<file path="src/rtl/cnn_run_controller_if.sv">
// rtl/cnn_run_controller_if.sv - CNN start/done/result and result-stream bundle for the run controller
interface cnn_run_controller_if #(
  parameter int FC_OUTPUTS = 2,
  parameter int DATA_WIDTH = 16
);
  localparam int IDX_W = (FC_OUTPUTS > 1) ? $clog2(FC_OUTPUTS) : 1;

  logic                               cnn_start;
  logic                               cnn_done;
  logic [FC_OUTPUTS*DATA_WIDTH-1:0]   cnn_result_flat;
  logic                               out_valid;
  logic                               out_ready;
  logic signed [DATA_WIDTH-1:0]       out_data;
  logic [IDX_W-1:0]                   out_index;
  logic                               out_last;

  modport master (
    output cnn_start,
    input  cnn_done,
    input  cnn_result_flat,
    output out_valid,
    input  out_ready,
    output out_data,
    output out_index,
    output out_last
  );

  modport slave (
    input  cnn_start,
    output cnn_done,
    output cnn_result_flat,
    input  out_valid,
    output out_ready,
    input  out_data,
    input  out_index,
    input  out_last
  );
endinterface

</file>
<file path="src/rtl/cnn_run_controller.sv">
// rtl/cnn_run_controller.sv - Launches one CNN inference, guards done with a timeout, streams results and reports argmax
module cnn_run_controller #(
  parameter int FC_OUTPUTS     = 2,
  parameter int DATA_WIDTH     = 16,
  parameter int TIMEOUT_CYCLES = 4096,
  localparam int IDX_W         = (FC_OUTPUTS > 1) ? $clog2(FC_OUTPUTS) : 1
) (
  input  logic                 clk,
  input  logic                 reset,
  input  logic                 run_req,
  cnn_run_controller_if.master bus,
  output logic [IDX_W-1:0]     class_idx,
  output logic                 class_valid,
  output logic                 busy,
  output logic                 timeout_err
);
  typedef enum logic [1:0] {IDLE, WAIT_DONE, STREAM} state_t;

  localparam int               CNT_W    = (TIMEOUT_CYCLES > 0) ? $clog2(TIMEOUT_CYCLES + 1) : 1;
  localparam bit               TO_EN    = (TIMEOUT_CYCLES != 0);
  localparam logic [CNT_W-1:0] CNT_MAX  = CNT_W'(TIMEOUT_CYCLES);
  localparam logic [IDX_W-1:0] LAST_IDX = IDX_W'(FC_OUTPUTS - 1);

  state_t                       state_q, state_n;
  logic [CNT_W-1:0]             cnt_q;
  logic signed [DATA_WIDTH-1:0] res_buf [FC_OUTPUTS];
  logic signed [DATA_WIDTH-1:0] max_q;
  logic [IDX_W-1:0]             argmax_q;
  logic                         start_q, valid_q, last_q;
  logic signed [DATA_WIDTH-1:0] data_q;
  logic [IDX_W-1:0]             index_q;

  logic                         fire, timed_out, beat_gt;
  logic [IDX_W-1:0]             next_idx;

  assign fire      = valid_q && bus.out_ready;
  assign timed_out = TO_EN && (cnt_q == CNT_MAX);
  // Strict greater-than so a tie keeps the earlier (lower) index.
  assign beat_gt   = res_buf[index_q] > max_q;
  assign next_idx  = index_q + IDX_W'(1);

  assign bus.cnn_start = start_q;
  assign bus.out_valid = valid_q;
  assign bus.out_data  = data_q;
  assign bus.out_index = index_q;
  assign bus.out_last  = last_q;

  always_ff @(posedge clk or posedge reset) begin
    if (reset) state_q <= IDLE;
    else       state_q <= state_n;
  end

  always_comb begin
    state_n = state_q;
    case (state_q)
      IDLE:      if (run_req) state_n = WAIT_DONE;
      WAIT_DONE: begin
        if (bus.cnn_done)   state_n = STREAM;
        else if (timed_out) state_n = IDLE;
      end
      STREAM:    if (fire && last_q) state_n = IDLE;
      default:   state_n = IDLE;
    endcase
  end

  always_ff @(posedge clk or posedge reset) begin
    if (reset) begin
      cnt_q <= '0;
      for (int i = 0; i < FC_OUTPUTS; i++) res_buf[i] <= '0;
      max_q       <= '0;
      argmax_q    <= '0;
      start_q     <= 1'b0;
      valid_q     <= 1'b0;
      data_q      <= '0;
      index_q     <= '0;
      last_q      <= 1'b0;
      class_idx   <= '0;
      class_valid <= 1'b0;
      busy        <= 1'b0;
      timeout_err <= 1'b0;
    end else begin
      // Status outputs follow the next state so they are registered yet aligned with it.
      start_q     <= (state_n == WAIT_DONE);
      valid_q     <= (state_n == STREAM);
      busy        <= (state_n != IDLE);
      class_valid <= 1'b0;
      case (state_q)
        IDLE: begin
          if (run_req) begin
            cnt_q       <= '0;
            timeout_err <= 1'b0;
          end
        end
        WAIT_DONE: begin
          cnt_q <= cnt_q + CNT_W'(1);
          if (bus.cnn_done) begin
            for (int i = 0; i < FC_OUTPUTS; i++)
              res_buf[i] <= bus.cnn_result_flat[i*DATA_WIDTH +: DATA_WIDTH];
            data_q   <= bus.cnn_result_flat[DATA_WIDTH-1:0];
            max_q    <= bus.cnn_result_flat[DATA_WIDTH-1:0];
            argmax_q <= '0;
            index_q  <= '0;
            last_q   <= (LAST_IDX == '0);
          end else if (timed_out) begin
            timeout_err <= 1'b1;
          end
        end
        STREAM: begin
          if (fire) begin
            if (beat_gt) begin
              max_q    <= res_buf[index_q];
              argmax_q <= index_q;
            end
            if (last_q) begin
              class_idx   <= beat_gt ? index_q : argmax_q;
              class_valid <= 1'b1;
            end else begin
              index_q <= next_idx;
              data_q  <= res_buf[next_idx];
              last_q  <= (next_idx == LAST_IDX);
            end
          end
        end
        default: ;
      endcase
    end
  end
endmodule

</file>
<file path="src/flat_wrapper.sv">
// flat-port wrapper written by rule: the top's interface ports become plain ports
module cnn_run_controller_flat 
#(
  parameter int FC_OUTPUTS     = 2,
  parameter int DATA_WIDTH     = 16,
  parameter int TIMEOUT_CYCLES = 4096,
  localparam int IDX_W         = (FC_OUTPUTS > 1) ? $clog2(FC_OUTPUTS) : 1
)
  (clk, reset, run_req, class_idx, class_valid, busy, timeout_err, bus_cnn_start, bus_cnn_done, bus_cnn_result_flat, bus_out_valid, bus_out_ready, bus_out_data, bus_out_index, bus_out_last);
  cnn_run_controller_if #(.FC_OUTPUTS(FC_OUTPUTS), .DATA_WIDTH(DATA_WIDTH)) bus_i ();
  input  logic clk;
  input  logic reset;
  input  logic run_req;
  output logic [IDX_W-1:0] class_idx;
  output logic class_valid;
  output logic busy;
  output logic timeout_err;
  output wire logic [$bits(bus_i.cnn_start)-1:0] bus_cnn_start;
  input wire logic [$bits(bus_i.cnn_done)-1:0] bus_cnn_done;
  input wire logic [$bits(bus_i.cnn_result_flat)-1:0] bus_cnn_result_flat;
  output wire logic [$bits(bus_i.out_valid)-1:0] bus_out_valid;
  input wire logic [$bits(bus_i.out_ready)-1:0] bus_out_ready;
  output wire logic [$bits(bus_i.out_data)-1:0] bus_out_data;
  output wire logic [$bits(bus_i.out_index)-1:0] bus_out_index;
  output wire logic [$bits(bus_i.out_last)-1:0] bus_out_last;
  assign bus_cnn_start = bus_i.cnn_start;
  assign bus_i.cnn_done = bus_cnn_done;
  assign bus_i.cnn_result_flat = bus_cnn_result_flat;
  assign bus_out_valid = bus_i.out_valid;
  assign bus_i.out_ready = bus_out_ready;
  assign bus_out_data = bus_i.out_data;
  assign bus_out_index = bus_i.out_index;
  assign bus_out_last = bus_i.out_last;
  cnn_run_controller #(.FC_OUTPUTS(FC_OUTPUTS), .DATA_WIDTH(DATA_WIDTH), .TIMEOUT_CYCLES(TIMEOUT_CYCLES)) u_core (.clk(clk), .reset(reset), .run_req(run_req), .bus(bus_i), .class_idx(class_idx), .class_valid(class_valid), .busy(busy), .timeout_err(timeout_err));
endmodule
</file>
<file path="config.mk">
export PLATFORM = sky130hd
export DESIGN_NAME = cnn_run_controller_flat
export DESIGN_NICKNAME = d
export VERILOG_FILES = /design/src/rtl/cnn_run_controller_if.sv /design/src/rtl/cnn_run_controller.sv /design/src/flat_wrapper.sv
export SDC_FILE = /design/constraint.sdc
export NUM_CORES = 1
export LEC_CHECK = 0
export ABC_AREA = 1
export CORE_MARGIN = 4
export CORE_UTILIZATION = 64
export CTS_CLUSTER_DIAMETER = 60
export CTS_CLUSTER_SIZE = 24
export DETAILED_ROUTE_END_ITERATION = 10
export DONT_BUFFER_PORTS = 1
export GPL_TIMING_DRIVEN = 0
export PLACE_DENSITY = 0.91
export SYNTH_ARGS = -nofsm -noshare
export SYNTH_HDL_FRONTEND = slang
export SYNTH_SLANG_ARGS = --single-unit
</file>
<file path="constraint.sdc">
create_clock -name clk -period 3 [get_ports clk]
set_clock_uncertainty 0.1 [all_clocks]
set_input_delay 0.15 -clock clk [delete_from_list [all_inputs] [get_ports clk]]
set_output_delay 0.15 -clock clk [all_outputs]
set_load 0.005 [all_outputs]
</file>
==> impl_summary.log <==
INFO  metric dr_wl_met2 = 6560 um
INFO  metric r2r_setup_slack = 210 ps
INFO  metric design.portCount = between 60 and 70
INFO  metric drt_iter0_markers = roughly 550
INFO  metric die_x = around 94 um
INFO  metric floorplan.initialDensity = 0.674
INFO  metric synth_async_sr_flop_share = 1.00
INFO  metric grt_usage = 0.316
INFO  metric drt_first_pass_iters = 8
INFO  metric detailroute.wirelength.met3 = around 1400 um
INFO  metric post_synth_inst_count = between 600 and 700
INFO  metric postSynthRegisterBits = 88
INFO  metric holdPathEnd = u_core.bus.out_last
INFO  metric remaining_global_route_overflow = 0
INFO  metric postSynthAreaPerCell = between 7 and 8 um^2
INFO  metric worst_ep_required_time = between 3000 and 4000 ps
INFO  metric worstSetupPathType = register to register
INFO  metric routed_wl = roughly 13000 um
INFO  metric path_cells = buf_4 > clkinvlp_4 > buf_4 > buf_4 > nand2_1 > nand2_1 > ha_1 > a21oi_1 > nor2_1 > nor2_1 > nand2_1 > nand2_1 > nand2_1 > nand2_1 > nand3_2 > nand2_4 > nand2_4 > buf_6 > nand2_1 > nand2_1
INFO  metric sw_frac_of_total = 0.474
INFO  metric cp_common_cell = nand2_1
INFO  metric cts.root.buffer_cell = clkbuf_8
INFO  metric routabilityCongestion = approximately 0.93
INFO  metric power.leakage = 2.81 nW
INFO  metric r2r.worst_path.cells = 20
INFO  metric worst_slew_pin_slew = 605 ps
INFO  metric syn-cell-area = 4680 um^2
INFO  metric average_wire_per_standard_cell = between 15 and 20 um
INFO  metric rows = 30
INFO  metric critical_path.reg2reg.startpoint = u_core.bus.out_index
INFO  metric post-layout-total-power = 5.42 mW
INFO  metric post-synth-top-area-fraction = 0.471
INFO  metric synth_top_area_cell = dfrtp_1
INFO  metric synth-edff-count = 0
INFO  metric core_area = a little under 7000 um^2
INFO  metric stdcell_count = a little under 800
INFO  metric hold_start = bus_out_ready
INFO  metric vdd.ir_drop.worst = 711 uV
INFO  metric place_hpwl = approximately 8700 um
INFO  metric antenna_found_initial = 0
INFO  metric post-synth-top-count-cell = nand2_1
INFO  metric avgViaCountPerCell = between 5 and 6
INFO  metric wl_met1 = between 4000 and 5000 um
INFO  metric post_synth_num_cell_types = 34
INFO  metric timing_max_transition_violations_final = 0
INFO  metric dr_total_vias = between 4000 and 5000
INFO  metric port_buffers = 0
INFO  metric synthFlopType = dfrtp_1
INFO  metric maxCapViolations = 0
INFO  metric crit_slowest_cell = dfrtp_1
INFO  metric slew_headroom = 0.597
INFO  metric post_place_cell_area = 4830 um^2
INFO  metric post_detailed_route_drc_marker_count = 0
INFO  metric area_of_the_multi_input_gates = 2130 um^2
INFO  metric cts.clk_slew.worst_paths = roughly 90 ps
INFO  metric die_y = 93.5 um
INFO  metric post-place-cells = 724
INFO  metric postRouteAntennaNets = 0
INFO  metric timing.critical_path.slowest_cell_delay = 380 ps
INFO  metric cts_tree = built
INFO  metric cp_max_fo = 10
INFO  metric worstSetupStartpointType = register
INFO  metric share_seq_of_total_power = 0.378
INFO  metric first_global_vias = roughly 4500
INFO  metric grt_start_max_net_pins = 54
INFO  metric clock_sinks = slightly below 90
INFO  metric syn2layout_area_growth = 15.3%
INFO  metric seq_area_frac_synth = 0.471
INFO  metric dieArea = 8740 um^2
INFO  metric numCtsBuffers = 9
INFO  metric pwr_density_cell = slightly above 1000 nW/um^2
INFO  metric run_status = complete, no violations
INFO  metric cp.arrival = 2940 ps
INFO  metric comb_power_share = 0.487
INFO  metric antenna_cells = 0
INFO  metric synthesis.nets = a little under 700
INFO  metric critPathCaptureType = register
INFO  metric post_route_cells_drive_above_1_share = 0.0761
INFO  metric num-nets-final = around 730
INFO  metric worstSetupStartpoint = u_core.bus.out_index
INFO  metric worst_hold_path_type = input port to register
INFO  metric report.final.hold_viol_count = 0
INFO  metric topRoutingLayerUsed = met4
INFO  metric power_report.internal_total = around 2.9 mW
INFO  metric crit-reg2reg-capture = u_core.max_q[4]
INFO  metric final.min_clock_period = ~2800 ps
INFO  metric wire_length_of_the_first_global_routing_pass = about 21000 um
INFO  metric min_delay_path_depth = 4
INFO  metric grt_setup_unrepaired = no
INFO  metric synth_top_cells_by_count = nand2_1 (256), dfrtp_1 (88), o21ai_0 (61)
INFO  metric clock_tree.htree_level_count = 3
INFO  metric ys_warn_count = 0
INFO  metric cp_num_buf_inv = 5
INFO  metric power.switching = ~2.6 mW
INFO  metric critPathTopFamily = simple AND/OR/NAND/NOR gates
INFO  metric seq_area = about 2200 um^2
INFO  metric clock_power_share = 0.135
INFO  metric max_clock_freq = about 360 MHz
INFO  metric clock_tree.buffer_depth = 2
INFO  metric final_min_period_over_clock_period = 0.929
INFO  metric synth.area.top_cells = dfrtp_1 (47%), nand2_1 (21%), o21ai_0 (6.5%)
INFO  metric worstSkewPairLatency = 360 ps
INFO  metric fill_cells = approximately 470
INFO  metric stdcell_area = 5390 um^2
INFO  metric timing.final.setup_violations = 0
-- per-stage QoR --
step / setup slack (ps) / utilization / setup TNS, ps / hold slack, ps
after floorplan: 471 / - / 0 / 158
final: 213 / 0.777 / 0 / 40.9
after global placement: -299 / 0.691 / -25990 / 163
after CTS: 15.7 / 0.769 / 0 / 12.5
after detailed placement: -5.78 / 0.695 / -5.78 / -28.9
after global routing: 21.5 / 0.777 / 0 / 45.3
-- logic make-up after synthesis --
family,after synthesis,synth area share
buffers and inverters,82,0.0735
flip-flops,88,0.471
XOR/XNOR,1,0.00187
AO/OA/AOI/OAI,99,0.112
AND/OR/NAND/NOR,339,0.294
adder cells (fa/ha/maj),18,0.0481
-- state kept, by name (all words and copies together) (netlist names), 2 cells and up --
| signal | flops |
|---|---|
| u_core.bus.out_data | 16 |
| u_core.max_q | 16 |
| u_core.state_q | 2 |
| u_core.cnt_q | 13 |
| u_core.res_buf | 32 |
-- tightest hold or removal path: cells and delay by family --
kind / cells / cell delay [ps]
simple gates: 3 / 250
compound gates: 1 / 50
-- layout by cell type, fill, tap and decap left out, types with 2 or more instances in the layout --
cell type      count
a21oi_1           20
buf_1              2
buf_2              4
buf_4              9
buf_6              3
clkbuf_1          12
clkbuf_8           9
clkinvlp_4         4
dfrtp_1           88
dlygate4sd3_1     34
ha_1              18
inv_1             50
inv_2              4
inv_4              2
nand2_1          256
nand2_4            2
nand3_1           29
nand4_1            4
nor2_1            38
nor2_2             4
o21ai_0           61
o21ai_1           10
o22ai_1            2
-- timing repair --
action / 4_1_cts / 5_1_grt
endpoints found under the setup margin: 10 / 16
pin swaps: 0 / 0
setup buffers: 0 / 6
gates cloned: 0 / 0
hold buffers: 34 / 0
hold endpoints to repair: 154 / 0
resized for setup: 1 / 9
-- power groups by stage --
stage	clock [mW]	sequential (mW)	combinational, mW
2_1_floorplan	0	1.93	1.83
3_3_place_gp	0	2.02	2.28
3_5_place_dp	0	2.04	2.41
4_1_cts	0.738	2.03	2.48
5_1_grt	0.796	2.10	2.94
6_report	0.735	2.05	2.64
-- routing by layer --
layer / up-vias / track usage
met2: 312 / 0.528
met3: 52 / 0.0676
met4: 0 / 0.183
met1: 2128 / 0.374
li1: 2088 / -
met5: - / 0
-- how the worst max path moves through the flow --
stage,end,cells past startpoint,slack [ps]
finish,u_core.max_q[4],20,210
global route,u_core.max_q[0],17,20
CTS,u_core.max_q[1],19,20
detailed placement,u_core.max_q[4],17,-6
global placement,u_core.res_buf[24],1,-300
floorplan,u_core.argmax_q,1,470
-- final cells by class --
cell class                      count  area share
Clock buffer                        9      0.0230
Tap cell                           96      0.0223
Multi-Input combinational cell    457       0.396
Clock inverter                      6     0.00835
Inverter                           57      0.0413
Buffer                             25      0.0248
Sequential cell                    88       0.408
Timing Repair Buffer               41      0.0765
Note: power is estimated with default switching activity, not from simulation.
